[config.mk]
export PLATFORM = sky130hd
export DESIGN_NAME = td4_program_memory_flat
export DESIGN_NICKNAME = d
export VERILOG_FILES = /design/src/rtl/td4_program_memory_if.sv /design/src/rtl/td4_program_memory.sv /design/src/flat_wrapper.sv
export SDC_FILE = /design/constraint.sdc
export NUM_CORES = 1
export LEC_CHECK = 0
export BUFFER_PORTS_ARGS = -buffer_cell sky130_fd_sc_hd__buf_4
export CORE_UTILIZATION = 45
export CTS_CLUSTER_DIAMETER = 120
export DETAILED_ROUTE_END_ITERATION = 16
export GPL_TIMING_DRIVEN = 0
export SETUP_SLACK_MARGIN = 0.3
export SLEW_MARGIN = 15
export SYNTH_ARGS = -nofsm -noshare
export SYNTH_HDL_FRONTEND = slang
export SYNTH_SLANG_ARGS = --single-unit
[constraint.sdc]
create_clock -name clk -period 3.4 [get_ports clk]
set_input_delay 0.17 -clock clk [delete_from_list [all_inputs] [get_ports clk]]
set_output_delay 0.17 -clock clk [all_outputs]
set_load 0.01 [all_outputs]
[src/rtl/td4_program_memory_if.sv]
// td4_program_memory_if: fetch interface between the program memory and the TD4 CPU core
//   pc        CPU program counter (master -> slave)
//   opcode    mem[pc][7:4]        (slave -> master)
//   immediate mem[pc][3:0]        (slave -> master)
//   exec_mode CPU execute enable  (slave -> master)
interface td4_program_memory_if;
  logic [3:0] pc;
  logic [3:0] opcode;
  logic [3:0] immediate;
  logic       exec_mode;
  modport master (output pc, input opcode, immediate, exec_mode);
  modport slave (input pc, output opcode, immediate, exec_mode);
endinterface

[src/rtl/td4_program_memory.sv]
// td4_program_memory: 16x8 TD4 program store, loaded nibble-serially from pins, gating CPU exec_mode
//   clk, rst_n        clock, asynchronous active-low reset
//   prog_en_i         load mode request level (async pin)
//   prog_strobe_i     nibble write strobe, rising edge used (async pin)
//   prog_nibble_i     nibble data, captured on the synchronized strobe edge
//   run_i             execute request level (async pin)
//   step_i            single-step pulse (async pin), present only with TD4_STEP_EN
//   fetch             slave side of the CPU fetch interface (pc in; opcode/immediate/exec_mode out)
//   load_addr_o       next entry to be written
//   prog_full_o       all entries written in the current load session
//   state_o           00 IDLE, 01 LOAD, 10 RUN
//   Optional feature macro: TD4_STEP_EN
module td4_program_memory #(
  parameter int SYNC_STAGES = 2,
  parameter int DEPTH = 16
) (
  input  logic       clk,
  input  logic       rst_n,
  input  logic       prog_en_i,
  input  logic       prog_strobe_i,
  input  logic [3:0] prog_nibble_i,
  input  logic       run_i,
`ifdef TD4_STEP_EN
  input  logic       step_i,
`endif
  td4_program_memory_if.slave fetch,
  output logic [3:0] load_addr_o,
  output logic       prog_full_o,
  output logic [1:0] state_o
);
  typedef enum logic [1:0] {IDLE = 2'b00, LOAD = 2'b01, RUN = 2'b10} state_e;
  state_e state_q, state_d;
  logic [SYNC_STAGES-1:0] en_sq, run_sq, stb_sq;
  logic stb_prev_q, exec_q, full_q, phase_lo_q;
  logic [3:0] addr_q, hi_q;
  logic [7:0] mem_q [DEPTH];
  logic en_s, run_s, stb_rise, step_rise, wr_ok;
  assign en_s = en_sq[SYNC_STAGES-1];
  assign run_s = run_sq[SYNC_STAGES-1];
  assign stb_rise = stb_sq[SYNC_STAGES-1] & ~stb_prev_q;
`ifdef TD4_STEP_EN
  logic [SYNC_STAGES-1:0] step_sq;
  logic step_prev_q;
  assign step_rise = step_sq[SYNC_STAGES-1] & ~step_prev_q;
`else
  assign step_rise = 1'b0;
`endif
  // prog_en dominates; leaving LOAD always passes through IDLE
  always_comb state_d = en_s ? LOAD : (state_q == LOAD) ? IDLE : run_s ? RUN : IDLE;
  // the LOAD->IDLE transition wins over a coincident strobe edge; a full session ignores edges
  assign wr_ok = state_q == LOAD && en_s && stb_rise && !full_q;
  assign fetch.opcode = mem_q[fetch.pc][7:4];
  assign fetch.immediate = mem_q[fetch.pc][3:0];
  assign fetch.exec_mode = exec_q;
  assign load_addr_o = addr_q;
  assign prog_full_o = full_q;
  assign state_o = state_q;
  always_ff @(posedge clk or negedge rst_n) begin
    if (!rst_n) begin
      en_sq <= '0;
      run_sq <= '0;
      stb_sq <= '0;
      stb_prev_q <= 1'b0;
`ifdef TD4_STEP_EN
      step_sq <= '0;
      step_prev_q <= 1'b0;
`endif
      state_q <= IDLE;
      exec_q <= 1'b0;
      addr_q <= 4'd0;
      full_q <= 1'b0;
      phase_lo_q <= 1'b0;
      hi_q <= 4'd0;
      for (int i = 0; i < DEPTH; i++) mem_q[i] <= 8'h00;
    end else begin
      en_sq <= {en_sq[SYNC_STAGES-2:0], prog_en_i};
      run_sq <= {run_sq[SYNC_STAGES-2:0], run_i};
      stb_sq <= {stb_sq[SYNC_STAGES-2:0], prog_strobe_i};
      stb_prev_q <= stb_sq[SYNC_STAGES-1];
`ifdef TD4_STEP_EN
      step_sq <= {step_sq[SYNC_STAGES-2:0], step_i};
      step_prev_q <= step_sq[SYNC_STAGES-1];
`endif
      state_q <= state_d;
      // a step only fires when the FSM stays in IDLE, giving a single exec cycle
      exec_q <= state_d == RUN || (state_q == IDLE && state_d == IDLE && step_rise);
      if (state_q == LOAD && !en_s) begin
        addr_q <= 4'd0;
        full_q <= 1'b0;
        phase_lo_q <= 1'b0;
      end else if (wr_ok) begin
        phase_lo_q <= !phase_lo_q;
        if (!phase_lo_q) hi_q <= prog_nibble_i;
        else begin
          mem_q[addr_q] <= {hi_q, prog_nibble_i};
          addr_q <= addr_q + 4'd1;
          full_q <= addr_q == 4'd15;
        end
      end
    end
  end
endmodule

[src/flat_wrapper.sv]
// flat-port wrapper written by rule: the top's interface ports become plain ports
module td4_program_memory_flat 
#(
  parameter int SYNC_STAGES = 2,
  parameter int DEPTH = 16
)
  (clk, rst_n, prog_en_i, prog_strobe_i, prog_nibble_i, run_i, load_addr_o, prog_full_o, state_o, fetch_pc, fetch_opcode, fetch_immediate, fetch_exec_mode);
  td4_program_memory_if fetch_i ();
  input  logic clk;
  input  logic rst_n;
  input  logic prog_en_i;
  input  logic prog_strobe_i;
  input  logic [3:0] prog_nibble_i;
  input  logic run_i;
  output logic [3:0] load_addr_o;
  output logic prog_full_o;
  output logic [1:0] state_o;
  input wire logic [$bits(fetch_i.pc)-1:0] fetch_pc;
  output wire logic [$bits(fetch_i.opcode)-1:0] fetch_opcode;
  output wire logic [$bits(fetch_i.immediate)-1:0] fetch_immediate;
  output wire logic [$bits(fetch_i.exec_mode)-1:0] fetch_exec_mode;
  assign fetch_i.pc = fetch_pc;
  assign fetch_opcode = fetch_i.opcode;
  assign fetch_immediate = fetch_i.immediate;
  assign fetch_exec_mode = fetch_i.exec_mode;
  td4_program_memory #(.SYNC_STAGES(SYNC_STAGES), .DEPTH(DEPTH)) u_core (.clk(clk), .rst_n(rst_n), .prog_en_i(prog_en_i), .prog_strobe_i(prog_strobe_i), .prog_nibble_i(prog_nibble_i), .run_i(run_i), .fetch(fetch_i), .load_addr_o(load_addr_o), .prog_full_o(prog_full_o), .state_o(state_o));
endmodule
* Word-level counts from Yosys, hierarchy flattened *
Cells that the tools add are included.

word-level totals
  flip-flop bits (word level) = 148
  bits of input ports = 13
  output and inout bits = 16
  logic and storage cells = 69

cells by class
  add/sub/neg operators = 1
  order comparisons = 3
  equality and inequality tests = 3
  muxes and demuxes = 17
  bitwise operators = 6
  reduce and logical (&&, ||, !) cells = 13

operators with widths
  kind                                                                   count
  128-bit bitwise mux                                                    1
  8-bit binary-select mux with 4-bit select                              1
  8-bit demux with 4-bit select                                          1
  8-bit two-way mux                                                      3
  4-bit two-way mux                                                      3
  5-bit >= comparator, second input constant                             2
  4-bit inverter with 5-bit output                                       2
  2-bit two-way mux                                                      3
  3-bit AND reduction                                                    2
  1-bit logical AND                                                      5
  5-bit by 1-bit < comparator with 1-bit output, second input constant   1
  1-bit two-way mux                                                      5
  4-bit by 1-bit adder with 4-bit output, second input constant          1
  4-bit equality test, second input constant                             1
  2-bit nonzero test                                                     2
  1-bit logical NOT                                                      3
  1-bit inverter                                                         3
  2-bit by 1-bit equality test with 1-bit output, second input constant  1
  2-bit equality test, second input constant                             1
  2-bit AND reduction                                                    1
  1-bit bitwise AND                                                      1

* Logic depth before layout (Yosys ltp) *
Gate-level depths: netlist of run 1.

  word-level depth = 6
  gate-level depth with buffers = 5
  gate-level depth less buffers = 5

* Worst setup path before layout of run 1 *
OpenSTA, ideal clock, no wires.

  path kind = register -> register
  start = register u_core.full_q, in the netlist u_core.prog_full_o
  end = register u_core.mem_q[10] in the netlist's numbering
  library setup time = 125 ps
  arrival time = 1,761 ps
  data required time = 3,275 ps
  setup slack = 1,514 ps
  cell stages (with the launch flop) = 6
  buffers on the path = 2
  period minus slack after synthesis = 1,886 ps
  path through = dfrtp_1 -> nand4bb_1 -> buf_4 -> buf_8 -> nor4_4 -> mux2_2

on the way
  cells in the longest elaborated chain, start to end = 3

RTL lines
  element                        line                      source
  start, declared                td4_program_memory.sv:34  logic stb_prev_q, exec_q, full_q, phase_lo_q;
  start signal, assigned         td4_program_memory.sv:71  full_q <= 1'b0;
  start signal, assigned         td4_program_memory.sv:89  full_q <= 1'b0;
  start signal, assigned         td4_program_memory.sv:97  full_q <= addr_q == 4'd15;
  1-bit logical NOT              td4_program_memory.sv:51  assign wr_ok = state_q == LOAD && en_s && stb_rise && !full_q;
  1-bit logical AND              td4_program_memory.sv:51
  3-bit AND reduction (no line)  n/a
  end signal, assigned by index  td4_program_memory.sv:95  mem_q[addr_q] <= {hi_q, prog_nibble_i};
  end, declared                  td4_program_memory.sv:36  logic [7:0] mem_q [DEPTH];

No other way between the ends.
A chain may end at the register's enable or synchronous reset.

* Final worst setup path of run 1 *
  start = register u_core.en_sq[1]
  end = register u_core.mem_q[103] in the netlist's numbering

on the way
  cells in the longest elaborated chain, start to end = 4
  elaborated cells on any way between the ends = 7
  classes of those cells = bitwise: 1; reduce/logical: 6

RTL lines
  element                                                        line                                                source
  start, declared                                                td4_program_memory.sv:33                            logic [SYNC_STAGES-1:0] en_sq, run_sq, stb_sq;
  start signal, assigned                                         td4_program_memory.sv:76                            en_sq <= {en_sq[SYNC_STAGES-2:0], prog_en_i};
  1-bit logical AND / 1-bit logical NOT (equally long branches)  td4_program_memory.sv:51, td4_program_memory.sv:87
  1-bit logical AND, on equally long branches                    td4_program_memory.sv:51, td4_program_memory.sv:87
  1-bit logical AND / 1-bit inverter (equally long branches)     n/a
  3-bit AND reduction (no line) (*)                              n/a

Every way passes the cells marked *; elsewhere a longest branch is shown, timed or not.

==> flow_results.xml, run 1 <==
<?xml version="1.0" encoding="UTF-8"?>
<metrics>
  <group name="timing">
    <metric name="min_period_over_period" unit="">0.675</metric>
    <metric name="drv_slew" unit="">0</metric>
    <metric name="setup-violations-final" unit="">0</metric>
    <metric name="timing.max_slew.rel_slack" unit="">0.390</metric>
    <metric name="timing.final.crit_period" unit="ns">2.30</metric>
    <metric name="unrepaired_setup_endpoints_after_global_routing" unit="">no</metric>
    <metric name="tns" unit="ns">0</metric>
    <metric name="clock_skew" unit="ns">0.0145</metric>
    <metric name="hold_violations" unit="">0</metric>
    <metric name="worst-slew-pin-transition" unit="ns">0.915</metric>
    <metric name="max_freq" unit="MHz">435</metric>
    <metric name="finalHoldWorstSlack" unit="ns">0.0583</metric>
  </group>
  <group name="detailed_routing">
    <metric name="drt_pre_antenna_iters" unit="">10</metric>
    <metric name="drt_iter0_drc" unit="">192</metric>
    <metric name="via_count" unit="">3809</metric>
    <metric name="route.detailed.vias_per_inst" unit="">5.73</metric>
    <metric name="routed_wirelength" unit="mm">14.6</metric>
    <metric name="routedWlPerCell" unit="um">22.0</metric>
    <metric name="drc" unit="">2</metric>
    <metric name="drtAntennaViolNets" unit="">0</metric>
  </group>
  <group name="die">
    <metric name="fp.dieH" unit="um">125</metric>
    <metric name="initial_utilization" unit="">0.463</metric>
    <metric name="chipWidth" unit="um">125</metric>
    <metric name="count_of_boundary_i_o_pins" unit="">29</metric>
    <metric name="fp.coreArea" unit="mm^2">0.0146</metric>
    <metric name="die_area" unit="mm^2">0.0156</metric>
    <metric name="rows" unit="">44</metric>
  </group>
  <group name="setup_path">
    <metric name="crit_path_start_kind" unit="">register</metric>
    <metric name="critPathArrivalTime" unit="ns">2.59</metric>
    <metric name="critical_path_buf_inv_count" unit="">2</metric>
    <metric name="cp_max_fo" unit="">10</metric>
    <metric name="setup.worst_path.start" unit="">u_core.en_sq[1]</metric>
    <metric name="setup.reg_to_reg.worst_slack" unit="ns">1.10</metric>
    <metric name="crit_path_max_incr_delay" unit="ns">0.77</metric>
    <metric name="critPathCaptureType" unit="">register</metric>
    <metric name="origin_of_the_critical_flop_to_flop_path" unit="">u_core.en_sq[1]</metric>
    <metric name="cp_top_family" unit="">simple AND/OR/NAND/NOR gates</metric>
    <metric name="cpMaxStageDelayCell" unit="">nor4_4</metric>
    <metric name="path_cells" unit="">nand4bb_1 -&gt; buf_4 -&gt; buf_8 -&gt; nor4_4 -&gt; mux2_2</metric>
    <metric name="crit_required" unit="ns">3.69</metric>
    <metric name="timing.setup.critical_path_class" unit="">reg2reg</metric>
  </group>
  <group name="power">
    <metric name="power.sequential.fraction" unit="">0.473</metric>
    <metric name="power.leakage" unit="nW">3.69</metric>
    <metric name="vdd_drop_max" unit="uV">396</metric>
    <metric name="power_density" unit="mW/mm^2">494</metric>
    <metric name="clockPowerShare" unit="">0.461</metric>
    <metric name="netSwitchingPower" unit="mW">0.871</metric>
    <metric name="share_comb_of_total_power" unit="">0.066</metric>
    <metric name="power.share.switching" unit="">0.225</metric>
    <metric name="intPower" unit="mW">3.00</metric>
  </group>
  <group name="yosys">
    <metric name="ys_ff_latch" unit="">147</metric>
    <metric name="yosys.area.top_type" unit="">dfrtp_1</metric>
    <metric name="synth.area.top_cells" unit="">dfrtp_1, mux2_2, mux4_2, nor4_4, a22oi_1</metric>
    <metric name="post_synth_inst_count" unit="">420</metric>
    <metric name="synth_seq_area_share" unit="">0.543</metric>
    <metric name="synth_cell_types" unit="">31</metric>
    <metric name="synth-warning-count" unit="">0</metric>
    <metric name="synth.top_cell.area_share" unit="">0.543</metric>
    <metric name="synthesis.nets" unit="">437</metric>
    <metric name="synth_area_per_cell" unit="um^2">16.1</metric>
    <metric name="synthesis.area" unit="mm^2">0.00678</metric>
  </group>
  <group name="final_layout">
    <metric name="area.growth.synth_to_final" unit="%">15.7</metric>
    <metric name="post-route-util" unit="">0.536</metric>
    <metric name="post_route_cells_drive_above_1_share" unit="">0.505</metric>
    <metric name="non_filler_instance_count_after_layout" unit="">665</metric>
    <metric name="nets" unit="">488</metric>
    <metric name="antennaDiodeCount" unit="">0</metric>
  </group>
  <group name="clock_tree">
    <metric name="post_cts_hold_buffer_count" unit="">4</metric>
    <metric name="clockBufferDepth" unit="">2</metric>
    <metric name="ctsResizeCount" unit="">0</metric>
    <metric name="cts_tree" unit="">done</metric>
    <metric name="cts.root.buffer_cell" unit="">clkbuf_16</metric>
    <metric name="postCtsSetupBuffers" unit="">0</metric>
    <metric name="clock_tree.htree_level_count" unit="">4</metric>
    <metric name="cts.clk_slew.worst_paths" unit="ns">0.06</metric>
    <metric name="cts_inserted_buffers" unit="">17</metric>
    <metric name="numClockSinks" unit="">147</metric>
    <metric name="clock_latency" unit="ns">0.42</metric>
  </group>
  <group name="run">
    <metric name="cap_violations" unit="">0</metric>
  </group>
  <group name="global_route">
    <metric name="grt_antenna_before_repair" unit="">0</metric>
    <metric name="grt_max_degree" unit="">80</metric>
    <metric name="grt_pass1_wl" unit="mm">24.0</metric>
    <metric name="global_route.overflow_total" unit="">0</metric>
    <metric name="grt_pass1_vias" unit="">4119</metric>
    <metric name="grt.total_usage" unit="">0.206</metric>
  </group>
  <group name="place">
    <metric name="buffer_ports.inserted" unit="">27</metric>
    <metric name="dp.final_hpwl" unit="mm">9.70</metric>
    <metric name="placed_cells" unit="">632</metric>
    <metric name="place.gp.congestion" unit="">0.809</metric>
  </group>
  <group name="status">
    <metric name="run_status" unit="">finished with violations</metric>
    <metric name="failed_checks" unit="">design-rule violations</metric>
  </group>
  <group name="min_path">
    <metric name="worstHoldPathType" unit="">in2reg</metric>
    <metric name="hold_path_startpoint" unit="">prog_nibble_i[2]</metric>
  </group>
</metrics>
cells in the mapped netlist:
library cell  count
buf_2             5
clkbuf_1         12
and3b_1           1
and2_1            1
a21oi_1           3
o31ai_1           2
o22a_1            1
mux2i_1           2
nand2_1          13
o21bai_1          1
mux2_2          132
nor3_1            1
nor2b_1           2
nand2b_1          3
ha_1              4
buf_4             3
buf_1             6
inv_1             4
or2_2             1
a22oi_1          16
nor4_1            1
nand3_1           1
buf_8             1
dfrtp_1         147
mux4_2           32
o21ai_0           3
or4_1             2
nand4bb_1         1
nor2_1            2
or3_1             1
nor4_4           16
registers in the layout, indices dropped and copies added (netlist names):
register / cells
u_core.hi_q: 4
u_core.stb_sq: 2
u_core.stb_prev_q: 1
u_core.mem_q: 128
u_core.run_sq: 2
u_core.en_sq: 2
u_core.load_addr_o: 4
u_core.state_o: 1
u_core.fetch.exec_mode: 1
u_core.phase_lo_q: 1
u_core.prog_full_o: 1
cell usage in the layout, fill, tap and decap left out, types with 2 or more instances in the layout:
| master | count |
|---|---|
| a21oi_1 | 3 |
| a22oi_1 | 16 |
| buf_1 | 6 |
| buf_2 | 5 |
| buf_4 | 29 |
| buf_8 | 2 |
| bufinv_16 | 2 |
| clkbuf_1 | 16 |
| clkbuf_16 | 17 |
| clkbuf_8 | 3 |
| clkinv_2 | 2 |
| dfrtp_1 | 147 |
| dlygate4sd3_1 | 4 |
| ha_1 | 4 |
| inv_1 | 4 |
| mux2_2 | 132 |
| mux2i_1 | 2 |
| mux4_2 | 32 |
| nand2_1 | 13 |
| nand2b_1 | 3 |
| nor2_1 | 2 |
| nor2b_1 | 2 |
| nor4_4 | 16 |
| o21ai_0 | 3 |
| o31ai_1 | 2 |
| or4_1 | 2 |
worst paths after layout:
path,end,cells past startpoint
max in group asynchronous,u_core.mem_q[120],3
setup reg to reg,u_core.mem_q[103],5
hold / removal,u_core.mem_q[10],2
setup / recovery,u_core.mem_q[103],5
hold reg to reg,u_core.stb_sq[1],0
min in group asynchronous,u_core.fetch.exec_mode,2
per-stage QoR:
step | total power [mW] | worst slack (ns) | cell area, um^2
2_1_floorplan | 1.99 | 1.51 | 6780
3_3_place_gp | 2.11 | 1.14 | 7210
3_5_place_dp | 2.12 | 1.10 | 7250
4_1_cts | 3.93 | 1.10 | 7850
5_1_grt | 4.02 | 1.01 | 7850
6_report | 3.87 | 1.10 | 7850
logic make-up (layout without fill, tap and decap cells):
group | count (synthesis) | in the layout | synth area share
mux | 166 | 166 | 0.328
buf+inv | 31 | 92 | 0.0214
flops | 147 | 147 | 0.543
compound gates | 26 | 26 | 0.0268
fa+ha+maj | 4 | 4 | 0.00738
simple gates | 46 | 46 | 0.0734
routing by layer:
metal	share of wire	vias up	routed length, um	track usage
met5	0	-	0	0
met4	0.015	0	216	0.0610
met3	0.036	14	524	0.0425
met2	0.49	62	7140	0.324
met1	0.46	2052	6720	0.291
li1	-	1681	-	-
area by class of cell:
| cell class | count | area (um^2) |
|---|---|---|
| clock inverter | 5 | 77.6 |
| fill | 1194 | 6800 |
| clock buffer | 24 | 482 |
| timing repair buffer | 32 | 278 |
| sequential | 147 | 3680 |
| buffer | 27 | 130 |
| multi-input combinational | 242 | 2960 |
| tap | 184 | 230 |
| inverter | 4 | 15.0 |
power by group through the flow:
stage / logic [mW] / registers [mW] / clock network, mW
CTS: 0.261 / 1.83 / 1.83
global route: 0.282 / 1.84 / 1.90
finish: 0.256 / 1.83 / 1.78
global placement: 0.245 / 1.86 / 0
detailed placement: 0.256 / 1.86 / 0
floorplan: 0.142 / 1.85 / 0
Note: power is estimated with default switching activity, not from simulation.
==> run 2: changes to the inputs <==
- clock period: 3.4 -> 2.2 ns (I/O delays scaled with it)
==> run 2 against run 1 <==
- the run still ends with design-rule violations left
- critical path depth decreased by 1
- combinational power increased by 66%
- utilization increased by 3.7 points
- clock power increased by 55%
- hold slack got worse by 0.051 ns
- global-route usage increased by 0.59 points
- setup slack got worse by 0.78 ns
- register-to-register slack got worse by 0.76 ns
- sequential share of layout area decreased by 3.0 points
- largest cell class unchanged
- count of clock-buffer cells in the layout unchanged
- largest power group unchanged
==> flow_results.xml, run 2 (synthesis gave the netlist of run 1 again) <==
<?xml version="1.0" encoding="UTF-8"?>
<metrics>
  <group name="setup_path">
    <metric name="cp_max_fo" unit="">2</metric>
    <metric name="critPathCaptureType" unit="">output port</metric>
    <metric name="critPathArrivalTime" unit="ns">1.76</metric>
    <metric name="setup.reg_to_reg.worst_slack" unit="ns">0.34</metric>
    <metric name="crit_path_start_kind" unit="">register</metric>
    <metric name="crit_required" unit="ns">2.09</metric>
    <metric name="timing.setup.critical_path_class" unit="">reg2out</metric>
  </group>
  <group name="global_route">
    <metric name="global_route.overflow_total" unit="">0</metric>
    <metric name="grt_max_degree" unit="">80</metric>
    <metric name="grt_pass1_wl" unit="mm">24.7</metric>
    <metric name="grt_pass1_vias" unit="">4228</metric>
    <metric name="grt_antenna_before_repair" unit="">0</metric>
    <metric name="grt.total_usage" unit="">0.212</metric>
  </group>
  <group name="final_layout">
    <metric name="largest_reg_flops" unit="">128</metric>
    <metric name="post-route-util" unit="">0.573</metric>
    <metric name="multi_input_comb_area" unit="mm^2">0.00305</metric>
    <metric name="nets" unit="">514</metric>
    <metric name="antennaDiodeCount" unit="">0</metric>
    <metric name="seqCellArea" unit="mm^2">0.00368</metric>
    <metric name="final.fill_count" unit="">1134</metric>
    <metric name="post_route_cells_drive_above_1_share" unit="">0.582</metric>
    <metric name="registers.top_by_ff_count" unit="">u_core.mem_q</metric>
    <metric name="layout.cells.most_common_list" unit="">dfrtp_1, mux2_2, buf_4</metric>
    <metric name="most_common_library_cell_in_the_layout_ignoring_fill_and_taps" unit="">dfrtp_1</metric>
    <metric name="area.growth.synth_to_final" unit="%">23.8</metric>
  </group>
  <group name="timing">
    <metric name="timing.final.crit_period" unit="ns">1.87</metric>
    <metric name="timing.max_slew.rel_slack" unit="">0.346</metric>
    <metric name="max_freq" unit="MHz">534</metric>
    <metric name="drv_slew" unit="">0</metric>
    <metric name="setup-violations-final" unit="">0</metric>
    <metric name="min_period_over_period" unit="">0.851</metric>
    <metric name="hold_violations" unit="">0</metric>
    <metric name="worst-slew-pin-transition" unit="ns">0.977</metric>
    <metric name="clock_skew" unit="ns">0.0108</metric>
    <metric name="tns" unit="ns">0</metric>
    <metric name="finalHoldWorstSlack" unit="ns">0.00737</metric>
    <metric name="unrepaired_setup_endpoints_after_global_routing" unit="">yes</metric>
  </group>
  <group name="run">
    <metric name="cap_violations" unit="">0</metric>
  </group>
  <group name="clock_tree">
    <metric name="cts_inserted_buffers" unit="">17</metric>
    <metric name="clockBufferDepth" unit="">2</metric>
    <metric name="clock_tree.htree_level_count" unit="">4</metric>
    <metric name="cts.root.buffer_cell" unit="">clkbuf_16</metric>
    <metric name="cts.clk_slew.worst_paths" unit="ns">0.06</metric>
    <metric name="cts_tree" unit="">done</metric>
    <metric name="clock_latency" unit="ns">0.42</metric>
    <metric name="numClockSinks" unit="">147</metric>
  </group>
  <group name="die">
    <metric name="fp.dieH" unit="um">125</metric>
    <metric name="die_area" unit="mm^2">0.0156</metric>
    <metric name="count_of_boundary_i_o_pins" unit="">29</metric>
    <metric name="rows" unit="">44</metric>
    <metric name="chipWidth" unit="um">125</metric>
    <metric name="fp.coreArea" unit="mm^2">0.0146</metric>
    <metric name="initial_utilization" unit="">0.463</metric>
  </group>
  <group name="detailed_routing">
    <metric name="route.detailed.vias_per_inst" unit="">5.76</metric>
    <metric name="drt_pre_antenna_iters" unit="">10</metric>
    <metric name="routed_wirelength" unit="mm">15.1</metric>
    <metric name="routedWlPerCell" unit="um">21.9</metric>
    <metric name="via_count" unit="">3980</metric>
    <metric name="drt_iter0_drc" unit="">169</metric>
    <metric name="drc" unit="">2</metric>
    <metric name="drtAntennaViolNets" unit="">0</metric>
  </group>
  <group name="place">
    <metric name="dp.final_hpwl" unit="mm">9.70</metric>
    <metric name="buffer_ports.inserted" unit="">27</metric>
    <metric name="place.gp.congestion" unit="">0.809</metric>
  </group>
  <group name="min_path">
    <metric name="worstHoldPathType" unit="">in2reg</metric>
  </group>
  <group name="power">
    <metric name="power_density" unit="mW/mm^2">717</metric>
    <metric name="power.leakage" unit="nW">3.91</metric>
    <metric name="vdd_drop_max" unit="uV">616</metric>
  </group>
  <group name="status">
    <metric name="failed_checks" unit="">design-rule violations</metric>
    <metric name="run_status" unit="">finished with violations</metric>
  </group>
</metrics>
==> run 2: layout make-up <==
class,count,area share
flip-flops and latches,147,0.439
inverters,4,0.00179
well taps,184,0.0274
clock inverters,5,0.00924
multi-input cells,242,0.364
plain buffers,27,0.0207
clock buffers,24,0.0574
repair buffers,58,0.0809
==> run 2: power by group <==
part	internal, mW	total (mW)	leakage (nW)	switching (mW)
Clock	1.74	2.76	0.272	1.03
Combinational	0.157	0.424	1.62	0.267
Sequential	2.77	2.83	2.02	0.0689
Total	4.66	6.02	3.91	1.36
==> run 2: routing by layer <==
metal | track usage | vias to the layer above | share of wire
met5 | 0 | - | 0
met4 | 0.0697 | 0 | 0.019
met3 | 0.0481 | 21 | 0.035
met2 | 0.333 | 86 | 0.49
met1 | 0.293 | 2138 | 0.46
li1 | - | 1735 | -
==> run 2: worst paths after layout <==
check | from | to | cells past startpoint
hold / removal | prog_nibble_i[3] | u_core.mem_q[19] | 2
hold reg to reg | u_core.stb_sq[0] | u_core.stb_sq[1] | 0
min in group asynchronous | rst_n | u_core.fetch.exec_mode | 2
max in group asynchronous | rst_n | u_core.mem_q[43] | 3
setup / recovery | u_core.mem_q[39] | fetch_opcode[3] | 4
setup reg to reg | u_core.fetch.exec_mode | u_core.mem_q[115] | 5
==> run 2: critical path, stage by stage, from the launching register on <==
cell	delay (ns)
dfrtp_1	0.37
mux4_2	0.49
a22oi_2	0.22
nand2_1	0.11
buf_4	0.16
==> run 2: what timing repair did <==
item,4_1_cts,5_1_grt
hold endpoints to repair,77,0
setup buffers,16,9
pin swaps,16,17
resized for setup,17,26
hold buffers,5,0
setup endpoints to repair,137,99
==> run 2: metrics by stage <==
stage	area [um^2]	worst slack, ns	power, mW	cells
after CTS	8220	0.265	6.08	682
after floorplan	6780	0.314	3.07	420
after detailed placement	7250	-0.0972	3.28	632
after global routing	8390	0.250	6.25	691
final	8390	0.327	6.02	691
after global placement	7210	-0.0555	3.25	631
